--- src/rtl/video_position_tracker.sv ---
// video_position_tracker: Avalon-ST RGB565 tap that tracks the bounding box of red pixels and publishes its centre per frame
//   clk, reset_n          : clock, synchronous active-low reset
//   in_*                  : video sink (data, valid, startofpacket, endofpacket, ready)
//   out_*                 : video source, combinational copy of the sink, held off during DONE
//   position              : {x[8:0], y[7:0]} centre of the last good frame, 17'h1FFFF = no match
//   pos_valid             : one-cycle pulse when position is written
//   frame_error           : last video packet had the wrong pixel count
module video_position_tracker #(
  parameter int WIDTH  = 320,
  parameter int HEIGHT = 240,
  parameter int R_MIN  = 24,
  parameter int G_MAX  = 24,
  parameter int B_MAX  = 12
) (
  input  logic        clk,
  input  logic        reset_n,
  input  logic [15:0] in_data,
  input  logic        in_valid,
  input  logic        in_startofpacket,
  input  logic        in_endofpacket,
  output logic        in_ready,
  output logic [15:0] out_data,
  output logic        out_valid,
  output logic        out_startofpacket,
  output logic        out_endofpacket,
  input  logic        out_ready,
  output logic [16:0] position,
  output logic        pos_valid,
  output logic        frame_error
);
  localparam int TOTAL = WIDTH * HEIGHT;
  localparam int CW = $clog2(TOTAL + 2);
  typedef enum logic [1:0] {IDLE, PIXELS, SKIP, DONE} state_t;
  state_t state, state_nx;
  logic [8:0] x, min_x, max_x;
  logic [7:0] y, min_y, max_y;
  logic [CW-1:0] pix_cnt;
  logic found, accept, hdr, video_hdr, pixel, match, in_frame, wrap;
  logic [9:0] sum_x;
  logic [8:0] sum_y;
  assign in_ready = out_ready & (state != DONE);
  assign out_valid = in_valid & (state != DONE);
  assign out_data = in_data;
  assign out_startofpacket = in_startofpacket;
  assign out_endofpacket = in_endofpacket;
  assign accept = in_valid & in_ready;
  // any sop beat is a header, whatever state it interrupts
  assign hdr = accept & in_startofpacket;
  assign video_hdr = hdr & (in_data[3:0] == 4'd0);
  assign pixel = accept & ~in_startofpacket & (state == PIXELS);
  assign match = (int'(in_data[15:11]) >= R_MIN) & (int'(in_data[10:5]) <= G_MAX) & (int'(in_data[4:0]) <= B_MAX);
  assign in_frame = pix_cnt < CW'(TOTAL);
  assign wrap = x == 9'(WIDTH - 1);
  assign sum_x = {1'b0, min_x} + {1'b0, max_x};
  assign sum_y = {1'b0, min_y} + {1'b0, max_y};
  always_comb begin
    state_nx = state;
    if (hdr)
      state_nx = in_endofpacket ? IDLE : (video_hdr ? PIXELS : SKIP);
    else if (accept & in_endofpacket)
      state_nx = (state == PIXELS) ? DONE : IDLE;
    else if (state == DONE)
      state_nx = IDLE;
  end
  always_ff @(posedge clk) begin
    if (!reset_n) begin
      state       <= IDLE;
      x           <= '0;
      y           <= '0;
      pix_cnt     <= '0;
      min_x       <= '0;
      max_x       <= '0;
      min_y       <= '0;
      max_y       <= '0;
      found       <= 1'b0;
      position    <= '1;
      pos_valid   <= 1'b0;
      frame_error <= 1'b0;
    end else begin
      state     <= state_nx;
      pos_valid <= 1'b0;
      if (video_hdr) begin
        x       <= '0;
        y       <= '0;
        pix_cnt <= '0;
        min_x   <= '0;
        max_x   <= '0;
        min_y   <= '0;
        max_y   <= '0;
        found   <= 1'b0;
      end else if (pixel) begin
        // beats past the nominal frame size only count towards the error check
        if (in_frame && match) begin
          min_x <= (!found || x < min_x) ? x : min_x;
          max_x <= (!found || x > max_x) ? x : max_x;
          min_y <= (!found || y < min_y) ? y : min_y;
          max_y <= (!found || y > max_y) ? y : max_y;
          found <= 1'b1;
        end
        x <= wrap ? 9'd0 : x + 9'd1;
        if (wrap)
          y <= y + 8'd1;
        if (pix_cnt != CW'(TOTAL + 1))
          pix_cnt <= pix_cnt + CW'(1);
      end
      if (state == DONE) begin
        if (pix_cnt == CW'(TOTAL)) begin
          frame_error <= 1'b0;
          pos_valid   <= 1'b1;
          position    <= found ? {sum_x[9:1], sum_y[8:1]} : '1;
        end else begin
          frame_error <= 1'b1;
        end
      end
    end
  end
endmodule

--- config.mk ---
export PLATFORM = sky130hd
export DESIGN_NAME = video_position_tracker
export DESIGN_NICKNAME = d
export VERILOG_FILES = /design/src/rtl/video_position_tracker.sv
export SDC_FILE = /design/constraint.sdc
export NUM_CORES = 1
export LEC_CHECK = 0
export BUFFER_PORTS_ARGS = -buffer_cell sky130_fd_sc_hd__buf_4
export CORE_MARGIN = 3
export CORE_UTILIZATION = 45
export DETAILED_ROUTE_END_ITERATION = 10
export GPL_TIMING_DRIVEN = 0
export PLACE_DENSITY = 0.7
export SLEW_MARGIN = 25
export SYNTH_ARGS = -nofsm -noshare
export SYNTH_HDL_FRONTEND = slang
export SYNTH_SLANG_ARGS = --single-unit
--- constraint.sdc ---
create_clock -name clk -period 2.74 [get_ports clk]
set_clock_uncertainty 0.1 [all_clocks]
set_input_delay 0.274 -clock clk [delete_from_list [all_inputs] [get_ports clk]]
set_output_delay 0.274 -clock clk [all_outputs]
set_load 0.03 [all_outputs]
# After elaboration in Yosys (flattened, before gate mapping)
# Cells that the tools add are included.
[totals]
regBits = 90
input_bits = 22
wordCells = 71
[op_classes]
addsub = 5
order_cmp = 8
eq_ne = 6
n_mux = 10
n_bitwise = 12
reduce_logical = 18
[op_table]
columns = ["operator", "n"]
rows = [
  ["adder 17 x 1 -> 17 bit, second input constant", 1],
  ["equality test 17 bit, second input constant", 1],
  ["< comparator 17 bit, second input constant", 1],
  ["two-way mux 17 bit", 1],
  ["inequality test 17 bit, second input constant", 1],
  ["two-way mux 2 bit", 6],
  ["AND reduction 3 bit", 4],
  ["adder 9 x 9 -> 10 bit", 1],
  ["bitwise AND 1 bit", 10],
  ["AND reduction 2 bit", 5],
  ["adder 8 x 8 -> 9 bit", 1],
  ["adder 9 x 1 -> 9 bit, second input constant", 1],
  ["equality test 9 bit, second input constant", 1],
  ["greater-than comparator 9 bit", 1],
  ["< comparator 9 bit", 1],
  ["two-way mux 9 bit", 1],
  ["adder 8 x 1 -> 8 bit, second input constant", 1],
  ["greater-than comparator 8 bit", 1],
  ["< comparator 8 bit", 1],
  ["less-or-equal comparator 6 x 5 -> 1 bit, second input constant", 1],
  ["greater-or-equal comparator 5 bit, second input constant", 1],
  ["less-or-equal comparator 5 x 4 -> 1 bit, second input constant", 1],
  ["logical NOT 4 bit", 1],
  ["logical OR 1 bit", 4],
  ["other kinds (9)", 11],
]

# Depth between registers and ports, before layout
# Gate-level depths: netlist (run 1).
[depth]
word_depth = 8
depth_mapped = 9

# Least setup slack after synthesis (run 1)
# Ideal clock, no wire load.
[synth_timing]
path_kind = "register -> register"
from = "register min_x[0]"
to = "register position[15]"
setup_time_ns = 0.124
t_arrival_ns = 1.874
t_required_ns = 2.516
setup_slack_ns = 0.641
path_stages_with_launch = 8
synth_period_minus_slack_ns = 2.099
cell_sequence = "dfxtp_1 -> and2_1 -> fa_1 -> a21oi_1 -> o21ai_0 -> a2111oi_0 -> o211ai_1 -> nor3b_1"
[synth_between]
elab_chain_len = 2
[synth_lines]
columns = ["element", "line", "source"]
rows = [
  ["from (decl)", "35", "logic [8:0] x, min_x, max_x;"],
  ["from (signal assigned)", "94", "min_x <= (!found || x < min_x) ? x : min_x;"],
  ["adder 9 x 9 -> 10 bit", "54", "assign sum_x = {1'b0, min_x} + {1'b0, max_x};"],
  ["two-way mux 17 bit", "110", "position <= found ? {sum_x[9:1], sum_y[8:1]} : '1;"],
  ["to (signal assigned)", "110", ""],
  ["to (decl)", "27", "output logic [16:0] position,"],
]
# No other way between the ends.
# A chain may end at the register's enable or synchronous reset.

# Worst setup path in the final report (run 1)
# Same ends and word-level chain as after synthesis.

==> results.md, run 1 <==
Outcome:
- The flow ran to the end, and the final reports show no timing, DRC or antenna violations.

Yosys:
- The simple-gate portion of the synthesized area is 20.6%.
- After synthesis, the share of flip-flops with an asynchronous set or reset is 0%.
- The largest area contributor in the netlist is sky130_fd_sc_hd__dfxtp_1.
- The cell area that synthesis handed to floorplanning was 5430 um2.
- After Yosys synthesis, full adders, half adders and majority gates account for 12.7% of the synthesized area.
- The number of warnings issued by yosys is 0.
- The share of the yosys chip area belonging to registers is 33.2%.
- Synthesis produced 630 cells.
- The number of unique standard cell types used by synthesis is 62.
- Of the post-synthesis cell area, the dominant cell type holds 33.2%.
- The synthesis-stage register bit count is 90.
- After synthesis, the cell types taking the most area are sky130_fd_sc_hd__dfxtp_1 (33%), sky130_fd_sc_hd__ha_1 (12%), sky130_fd_sc_hd__mux2i_1 (6.8%).
- The post-synth net total is 706.
- In this run, synthesis inferred 0 flip-flops with an integrated enable.
- Summing the areas of all xor and xnor instances in the mapped netlist gives 4.51% of the synthesized area.
- The most frequent cell after synthesis is sky130_fd_sc_hd__dfxtp_1.
- After synthesis, the share of cell area in mux cells is 6.82%.
- In this run the mean area of a mapped cell was 8.62 um2.
- The commonest cells after synthesis are sky130_fd_sc_hd__dfxtp_1 (90), sky130_fd_sc_hd__nand2_1 (78), sky130_fd_sc_hd__ha_1 (52), sky130_fd_sc_hd__nor2_1 (49), sky130_fd_sc_hd__inv_1 (43).
- After synthesis, the largest family of logic cells by area is simple AND/OR/NAND/NOR gates.
- The most used flip-flop cell after synthesis is sky130_fd_sc_hd__dfxtp_1.
- The share of the synthesized area in compound gates (AO/OA/AOI/OAI) is 14.8%.

Worst setup path:
- Data arrives at the worst endpoint at 2.61 ns.
- The worst endpoint required time is 2.87 ns.
- The launching point of the worst reg2reg path is min_x[0].
- The worst setup path is captured at a flip-flop.
- The worst setup path is launched from a flip-flop.
- The type of the worst setup path is flip-flop to flip-flop.
- In this run the worst setup path begins at min_x[0].
- The maximum fanout along the worst path is 4.

GRT:
- The initial antenna violation count is 0.
- The global-route wire length before repair is 20.9 mm.
- The via count of the first global-routing pass came to 4443.
- After global routing the overflow that remains totals 0.
- Entering global routing, the biggest net connects 14 pins.
- The total global routing track utilization is 19.5%.

Floorplanning:
- The core box area is 11600 um2.
- The total I/O pin count is 61.
- Once the floorplan was initialized, standard cells occupied 46.8% of the core.
- The die height is 116 um.
- The cell row count is 39.
- The die covers 13400 um2.
- The die is 116 um wide.

Timing:
- The number of setup violations in the final report is 0.
- Setup repair after global routing left no endpoint under its margin.
- The worst pin sits at a relative slew slack of 45.2%.
- For the pin with the worst max-slew slack, the measured transition is 0.815 ns.
- The final count of hold timing violations is 0.
- The peak clock frequency supported by timing is 403 MHz.
- The final-layout setup total negative slack is 0 ns.
- The share of the clock period used by the worst path after layout is 90.5%.
- The number of max-slew violations in the final report is 0.
- The worst hold slack after final layout is 0.104 ns.
- The minimum clock period is 2.48 ns.

Route:
- The total iterations of the first detailed-routing run is 4.
- The routed design has 12.5 mm of wire.
- The overall via count from detail_route is 4643.
- The detail route stage leaves a number of antenna-violating nets equal to 0.
- The average wire length per cell after detail routing is 14.8 um.
- The number of DRC violations after detailed routing is 0.
- The detailed router finished its first iteration with 363 violations.
- The average via count per standard cell is 5.49.

Final layout:
- The area growth from synthesis to layout is 16.2%.
- The repair_antennas step left the layout with diodes totalling 0.
- The net count of the finished layout is 774.
- Of the cells placed in the final design, the portion with a size suffix greater than 1 is 15.4%.

Clock network:
- The H-tree depth is 3.
- The clock slew seen by the registers of the worst setup and hold paths is 0.06 ns.
- At the later pin of the worst-skew pair, clock insertion delay measures 0.35 ns.
- TritonCTS built the clock tree.
- The maximum clock insertion buffer count is 2.
- The hold buffer count at CTS is 0.
- The total number of clock tree sinks is 90.
- The cell sitting at the root of the clock tree is a sky130_fd_sc_hd__clkbuf_16.
- TritonCTS created 9 clock buffers.

Power and ir drop:
- Power spread over the standard cell area amounts to 418 nW/um2.
- After layout, the design draws a total of 2.64 mW.
- The worst vdd rail ir drop is 0.310 mV.
- The standby leakage power is 2.68 nW.

Min path:
- The startpoint of the worst hold path is reset_n.
- The path class of the lowest-slack min-delay path is primary input to flip-flop.

Flow run:
- The number of max-capacitance violations reported is 0.

Place:
- The number of buffers inserted by port buffering is 57.
- The wire-length estimate of the detail-placed layout is 9.67 mm.
- Routability-driven placement finished with a final weighted congestion of 0.860.
==> logic make-up after synthesis <==
| family | Yosys count |
|---|---|
| AO/OA/AOI/OAI | 112 |
| XOR/XNOR | 28 |
| buffers and inverters | 84 |
| adder cells (fa/ha/maj) | 54 |
| flip-flops | 90 |
| multiplexers | 37 |
| AND/OR/NAND/NOR | 225 |
==> registers in the layout, summed over array words and instances, names as in the netlist <==
name and flops:
position 17, pix_cnt 17, min_x 9, pos_valid 1, max_y 8, min_y 8, max_x 9, found 1
x 9, frame_error 1, y 8, state 2
==> stage by stage <==
step                setup WS, ns  instances  util, %  instance area (um2)
detailed placement        0.0379        830     52.0                 6040
global placement          0.0941        830     52.0                 6040
CTS                       0.0881        845     54.3                 6310
finish                     0.260        845     54.4                 6310
floorplan                  0.641        630        -                 5430
global route              0.0112        845     54.4                 6310
==> layout by cell type, fill, tap and decap left out, types with 14 or more instances in the layout <==
| cell type | count |
|---|---|
| sky130_fd_sc_hd__nor2_1 | 49 |
| sky130_fd_sc_hd__nand2_1 | 78 |
| sky130_fd_sc_hd__clkbuf_1 | 14 |
| sky130_fd_sc_hd__nand4_1 | 16 |
| sky130_fd_sc_hd__ha_1 | 52 |
| sky130_fd_sc_hd__buf_4 | 75 |
| sky130_fd_sc_hd__xnor2_1 | 16 |
| sky130_fd_sc_hd__inv_1 | 43 |
| sky130_fd_sc_hd__mux2i_1 | 37 |
| sky130_fd_sc_hd__dfxtp_1 | 90 |
| sky130_fd_sc_hd__a21oi_1 | 34 |
==> worst max-delay path, cell delays in order (launching register included) <==
cell	delay, ns
sky130_fd_sc_hd__dfxtp_1	0.35
sky130_fd_sc_hd__and2_1	0.18
sky130_fd_sc_hd__fa_1	0.40
sky130_fd_sc_hd__a21oi_1	0.22
sky130_fd_sc_hd__o21ai_0	0.14
sky130_fd_sc_hd__a2111oi_0	0.62
sky130_fd_sc_hd__o211ai_1	0.19
sky130_fd_sc_hd__nor3b_1	0.18
==> layer usage <==
metal | track usage, % | routed length, um
met5 | 0 | 0
met4 | 5.03 | 131
met3 | 4.91 | 387
met2 | 32.8 | 6070
met1 | 25.2 | 5900
==> where the power goes <==
group | switching (mW) | internal, mW | total [mW] | leakage (nW)
Clock | 0.504 | 0.655 | 1.16 | 0.138
Sequential | 0.00261 | 1.31 | 1.31 | 0.726
Combinational | 0.0995 | 0.0676 | 0.167 | 1.82
==> repair_timing <==
| action | in CTS | in global routing |
|---|---|---|
| buffers inserted | 0 | 0 |
| setup endpoints to repair | 0 | 30 |
| resized for setup | 0 | 2 |
==> layout make-up <==
| cell class | count | area (um2) |
|---|---|---|
| well taps | 143 | 179 |
| inverters | 43 | 161 |
| multi-input cells | 456 | 3230 |
| clock inverters | 3 | 15.0 |
| clock buffers | 12 | 256 |
| fillers | 1090 | 5300 |
| plain buffers | 41 | 244 |
| repair buffers | 57 | 428 |
| flip-flops and latches | 90 | 1800 |
==> worst paths after layout <==
kind | endpoint | slack, ns | cells past startpoint
worst min-delay path | state[1] | 0.10 | 2
worst max-delay path | position[15] | 0.26 | 7
worst min register to register | frame_error | 0.37 | 2
worst max register to register | position[15] | 0.26 | 7
No activity file was read; power rests on OpenSTA's default activity.
==> run 2: changes to the inputs <==
PLACE_DENSITY = default   (was 0.7)
PLACE_DENSITY_LB_ADDON = 0.12   (was default)
RECOVER_POWER = 25   (was default)
==> run 2 against run 1 <==
Net effect:
- die area stayed put
- setup slack worse by 0.054 ns
- highest routed layer unchanged
- final cell count is 0.12% higher
- global-route usage is 0.39 points higher
- total power is 0.72% higher
==> results.md, run 2 (synthesis results as in run 1) <==
Outcome:
- The run finished with clean final reports.

Floorplanning:
- The die height is 116 um.
- In this run the core area contains 39 standard-cell rows.
- The core box area is 11600 um2.
- For this design the top-level I/O count stands at 61.
- The overall die width is 116 um.
- The initial core utilization is 46.8%.
- The die covers 13400 um2.

Min path:
- The path class of the lowest-slack min-delay path is primary input to flip-flop.

GRT:
- The first global-routing pass estimated 21.3 mm of wire.
- The initial antenna violation count came to 0.
- The total global routing track utilization is 19.9%.
- The maximum number of pins on one net before global-route repair is 16.
- The global route total overflow is 0.
- The via count of the first global-routing pass is 4375.

Worst setup path:
- The data arrival time of the critical path is 2.71 ns.
- Data on the critical path is required at its endpoint by 2.91 ns.
- Tracing the worst setup path back leads to its startpoint at state[1].
- The critical path ends at min_x[5].
- The maximum fanout along the worst path is 10.
- Counting cells, the worst reg-to-reg path comes to 7.
- The critical register-to-register path endpoint is min_x[5].
- The kind of start point of the critical path is a flip-flop.
- STA classifies the critical path endpoint as a flip-flop.
- The type of the worst setup path is flip-flop to flip-flop.
- In this run the register-to-register setup slack is 0.21 ns.
- The launching point of the worst reg2reg path is state[1].

Place:
- In this run the tool buffered the top-level ports with 57 buffer cells.
- Including well taps, the total number of placed cells is 830.
- Detailed placement finished with a half-perimeter wire length of 9.81 mm.
- The congestion estimate from routability-driven global placement came to 0.874.

Timing:
- At the pin with the least slew margin, the transition time is 0.880 ns.
- The number of max-slew violations in the final report is 0.
- Based on the critical path, the design can be clocked at up to 395 MHz.
- The worst pin sits at a relative slew slack of 40.9%.
- The final count of hold timing violations is 0.
- Setup violations remaining at the end of the flow were counted as 0.
- Setup repair after global routing left no endpoint under its margin.
- Dividing the final minimum period by the clock period gives 92.5%.
- The minimum clock period is 2.53 ns.
- Hold is met by 0.0997 ns.

Clock network:
- The maximum clock insertion buffer count is 2.
- The tree is rooted in a sky130_fd_sc_hd__clkbuf_16.
- The number of clock buffers added by TritonCTS is 9.
- The total number of clock tree sinks is 90.
- The clock slew seen by the registers of the worst setup and hold paths is 0.07 ns.
- The post-CTS setup-driven buffer insertion count is 0.
- The worst-skew pair later-pin latency is 0.35 ns.
- The clock tree from TritonCTS is built.
- The clock tree synthesis step divided the H-tree into 3 levels.

Power and ir drop:
- For this design the ratio of total power to cell area is 428 nW/um2.
- The worst vdd rail ir drop is 0.310 mV.
- For this design the static power due to leakage is 2.58 nW.

Route:
- The post-detailed-route count of antenna-violating nets is 0.
- The first detailed-routing pass ran for 5 iterations.
- The average wire length per cell after detail routing is 15.2 um.
- For this run, design rule violations remaining after detail routing come to 0.
- Using the TritonRoute via totals, the vias-per-cell ratio works out to 5.44.
- The sum of routed wire length over all layers is 12.9 mm.
- The DRC marker count from the first detailed-route iteration is 339.
- The overall via count from detail_route is 4606.

Final layout:
- The top cell types in the final layout, fill and taps aside, are sky130_fd_sc_hd__dfxtp_1 (90), sky130_fd_sc_hd__nand2_1 (78), sky130_fd_sc_hd__ha_1 (52).
- In the final layout, the share of cells above drive strength 1 is 11.2%.
- The area added between synthesis and finish is 14.3%.
- For this run, the post-layout net count is 774.
- The final core utilization is 53.4%.
- The finished layout holds 846 standard cells, fillers aside.
- The number of diodes added for antenna fixing is 0.
- The largest registers in the layout are pix_cnt: 17 flops, position: 17 flops.
- Leaving out fill and tap cells, the most frequent cell in the layout is sky130_fd_sc_hd__dfxtp_1.
- The number of fillers in the final layout is 1128.

Flow run:
- Max-cap violations in this run came to 0.
## run 2: cell type report
cell class / count / area, um2 / share of cell area (%)
inverter: 43 / 161 / 2.60
multi-input combinational: 456 / 3230 / 52.1
tap: 143 / 179 / 2.88
timing repair buffer: 57 / 308 / 4.96
sequential: 90 / 1800 / 29.0
clock inverter: 6 / 41.3 / 0.665
clock buffer: 10 / 239 / 3.85
buffer: 41 / 244 / 3.93
## run 2: through the flow
stage	TNS, ns	power [mW]	area [um2]	setup slack (ns)
2_1_floorplan	0	1.44	5430	0.641
3_3_place_gp	-7.08	1.51	6040	-0.200
3_5_place_dp	-6.59	1.51	6040	-0.233
4_1_cts	0	2.69	6320	0.169
5_1_grt	0	2.75	6210	0.00355
6_report	0	2.66	6210	0.205
## run 2: worst min path at each step
stage	start	to	slack [ns]	cells past startpoint
after floorplan	reset_n	state[0]	0.31	2
after global placement	frame_error	frame_error	0.36	2
after detailed placement	position[5]	position[5]	0.37	1
after CTS	reset_n	pos_valid	0.09	2
after global routing	reset_n	state[1]	0.1	2
final	reset_n	pos_valid	0.1	2
## run 2: power by group
part	leakage [nW]	total (mW)	internal, mW	switching, mW
Combinational	1.71	0.157	0.0560	0.101
Clock	0.143	1.19	0.641	0.548
Sequential	0.726	1.31	1.31	0.00256
Total	2.58	2.66	2.01	0.651
## run 2: timing repair
action,CTS,global route
hold endpoints to repair,0,0
resized for setup,1,0
setup endpoints to repair,1,0
hold buffers,0,0
## run 2: routing by layer
metal | global-route usage, % | share of wire, % | vias to the layer above
met5 | 0 | 0 | -
met4 | 4.80 | 0.72 | 0
met3 | 4.44 | 3.6 | 6
met2 | 33.9 | 49 | 79
met1 | 25.8 | 47 | 2173
li1 | - | - | 2348
## run 2: worst max-delay path, stage by stage (launching register included)
cell and delay, ns:
sky130_fd_sc_hd__dfxtp_1 0.30, sky130_fd_sc_hd__buf_2 0.19, sky130_fd_sc_hd__nand2_1 0.16, sky130_fd_sc_hd__a41oi_1 0.54, sky130_fd_sc_hd__clkbuf_2 0.39, sky130_fd_sc_hd__clkbuf_1 0.49, sky130_fd_sc_hd__nand2_1 0.12, sky130_fd_sc_hd__mux2i_1 0.16
==> run 3: changes to the inputs <==
clock period = 2.5 ns   (was 2.74 ns; I/O delays follow)
==> run 3 against run 2 <==
Net effect:
- maximum frequency rose by 11%
- global-route usage did not move
- hold slack got worse by 0.025 ns
- largest cell class unchanged
- largest power group unchanged
- highest routed layer unchanged
- first-iteration DRC count rose by 17%
- utilization rose by 0.37 points
- combinational power rose by 10%
- via count rose by 0.50%
- die area did not move
- register-to-register slack barely moved
==> results.md, run 3 (synthesis results as in run 1) <==
Worst setup path:
- The nature of the critical path endpoint is a flip-flop.
- The largest individual stage delay along the critical path comes from the cell sky130_fd_sc_hd__clkbuf_1.
- The data arrival time of the critical path is 2.47 ns.
- The signal on the critical path passes through buf_2 > nand2_1 > a41oi_2 > clkbuf_2 > clkbuf_1 > nand2_1 > mux2i_1.
- The maximum fanout along the worst path is 10.
- The path depth of the worst reg2reg path is 7.
- The worst endpoint required time is 2.68 ns.
- The setup slack of the worst register-to-register path is 0.21 ns.
- In this design, the critical path's most frequently occurring cell is sky130_fd_sc_hd__nand2_1.
- The endpoint identified for the worst register-to-register timing path is max_x[5].
- The delay of the slowest critical-path stage is 0.47 ns.
- The type of the worst setup path is flip-flop to flip-flop.
- In this run the critical register-to-register path is launched from state[1].
- The kind of start point of the critical path is a flip-flop.

GRT:
- Entering global routing, the biggest net connects 16 pins.
- The global route total overflow is 0.
- The first global-routing pass estimated 21.3 mm of wire.
- For this run, the total global-route usage over all layers was measured as 19.9%.
- The initial antenna violation count is 0.
- The via count of the first global-routing pass is 4376.

Power and ir drop:
- In this run the power density over the cells is 467 nW/um2.
- In this run the static leakage power is 2.60 nW.
- The sum of internal, switching and leakage power is 2.92 mW.
- The worst vdd rail ir drop is 0.340 mV.

Floorplanning:
- The region available for standard cell placement spans 11600 um2.
- The die is 116 um tall.
- The floorplan step set the die width to 116 um.
- The die outline area is 13400 um2.
- The total I/O pin count is 61.
- The cell row count is 39.
- The initial core utilization is 46.8%.

Clock network:
- The H-tree depth is 3.
- The cell sitting at the root of the clock tree is a sky130_fd_sc_hd__clkbuf_16.
- The total number of clock tree sinks is 90.
- At the later pin of the worst-skew pair, clock insertion delay measures 0.35 ns.
- The number of buffers created by CTS is 9.
- TritonCTS built the clock tree.
- The clock slew seen by the registers of the worst setup and hold paths is 0.07 ns.
- The maximum clock insertion buffer count is 2.
- The hold buffer count at CTS is 0.

Final layout:
- The area added between synthesis and finish is 15.0%.
- Leaving out fill and tap cells, the most frequent cell in the layout is sky130_fd_sc_hd__dfxtp_1.
- The largest registers in the layout are pix_cnt: 17 flops, position: 17 flops.
- The share of cells above drive strength 1 is 12.5%.
- Summing all non-filler instances in the final layout gives an area of 6250 um2.
- The library cells used most frequently in the layout, excluding fill and tap cells, are sky130_fd_sc_hd__dfxtp_1 (90), sky130_fd_sc_hd__nand2_1 (78), sky130_fd_sc_hd__ha_1 (52).
- Once layout is complete, the utilization of the core stands at 53.8%.
- The number of diodes added for antenna fixing is 0.
- After filler insertion, the fill cell instance count of the layout stands at 1127.
- Leaving out filler cells and counting taps, the final layout contains 846.
- The final layout contains 774 nets.

Timing:
- The minimum clock period is 2.29 ns.
- Dividing the final minimum period by the clock period gives 91.7%.
- The number of setup violations in the final report is 0.
- The final count of hold timing violations is 0.
- The peak clock frequency supported by timing is 436 MHz.
- Headroom to the max-slew limit came out at 53.1%.
- Setup repair after global routing left no endpoint under its margin.
- The post-layout worst setup margin is 0.208 ns.
- The worst hold slack after final layout is 0.0742 ns.
- The number of max-slew violations in the final report is 0.
- For the pin with the worst max-slew slack, the measured transition is 0.704 ns.
- For the final routed database, the setup TNS stands at 0 ns.

Min path:
- The worst hold path passes through 2 cells.
- The startpoint of the worst hold path is reset_n.
- The path class of the lowest-slack min-delay path is primary input to flip-flop.
- The worst hold path terminates at pos_valid.

Place:
- At the placement stage, the worst setup path has a slack of -0.449 ns.
- The congestion estimate from routability-driven global placement came to 0.874.
- Input and output buffers added on the ports amount to 57.
- Summed over all nets, the half-perimeter wirelength after detailed placement is 9.81 mm.
- The cell area after placement is 6040 um2.
- The number of cells in the design after placement is 830.

Route:
- The count of nets left with antenna violations once routing finished came out at 0.
- The detailed router placed 4629 vias in this run.
- In the final routed layout, each cell accounts on average for 15.3 um.
- The sum of routed wire length over all layers is 13.0 mm.
- In the routed layout, each cell is associated on average with a via count of 5.47.
- The DRC marker count from the first detailed-route iteration is 395.
- The pre-antenna-repair detailed-routing pass consisted of 6 iterations.
- For this run, design rule violations remaining after detail routing come to 0.

Flow run:
- Max-cap violations in this run came to 0.

Outcome:
- The run finished with clean final reports.
[run 3: cell types whose count changed in the layout (fill, tap and decap cells not counted), sizes merged]
cell	change
buf	+2
clkbuf	-2
[run 3: repair_timing]
item                       4_1_cts  5_1_grt
gates resized for setup          3       10
setup endpoints to repair       34       41
hold endpoints to repair         0        0
setup buffers                    0        2
pin swaps                        1        1
[run 3: where the power goes]
part	total [mW]	internal [mW]	switching, mW
Sequential	1.44	1.44	0.00282
Combinational	0.173	0.0622	0.111
Clock	1.30	0.703	0.601
Total	2.92	2.20	0.715
[run 3: area by class of cell]
class / count / area [um2] / area share [%]
buffer: 39 / 243 / 3.88
clock buffer: 10 / 239 / 3.82
clock inverter: 6 / 41.3 / 0.661
inverter: 43 / 161 / 2.58
multi-input combinational: 456 / 3260 / 52.2
sequential: 90 / 1800 / 28.8
tap: 143 / 179 / 2.86
timing repair buffer: 59 / 323 / 5.17
[run 3: worst max path at each step]
stage | depth (start not counted) | startpoint | end
after floorplan | 7 | min_x[0] | position[15]
after global placement | 7 | in_data[1] | min_y[4]
after detailed placement | 7 | in_data[1] | min_y[6]
after CTS | 7 | state[1] | max_x[5]
after global routing | 7 | state[1] | max_x[5]
final | 7 | state[1] | max_x[5]
[run 3: critical path: cells and delay by family (launching register included)]
| kind | cells | cell delay, ns |
|---|---|---|
| and+or+nand+nor | 2 | 0.28 |
| DFF | 1 | 0.30 |
| buffers and inverters | 3 | 1.01 |
| AOI/OAI and AO/OA | 1 | 0.38 |
| muxes | 1 | 0.15 |
[run 3: metal layers]
layer | up-vias | part of all wire (%) | GRT usage [%]
met4 | 0 | 0.95 | 4.80
met5 | - | 0 | 0
met2 | 72 | 48 | 33.9
li1 | 2347 | - | -
met1 | 2201 | 47 | 25.8
met3 | 9 | 3.6 | 4.44
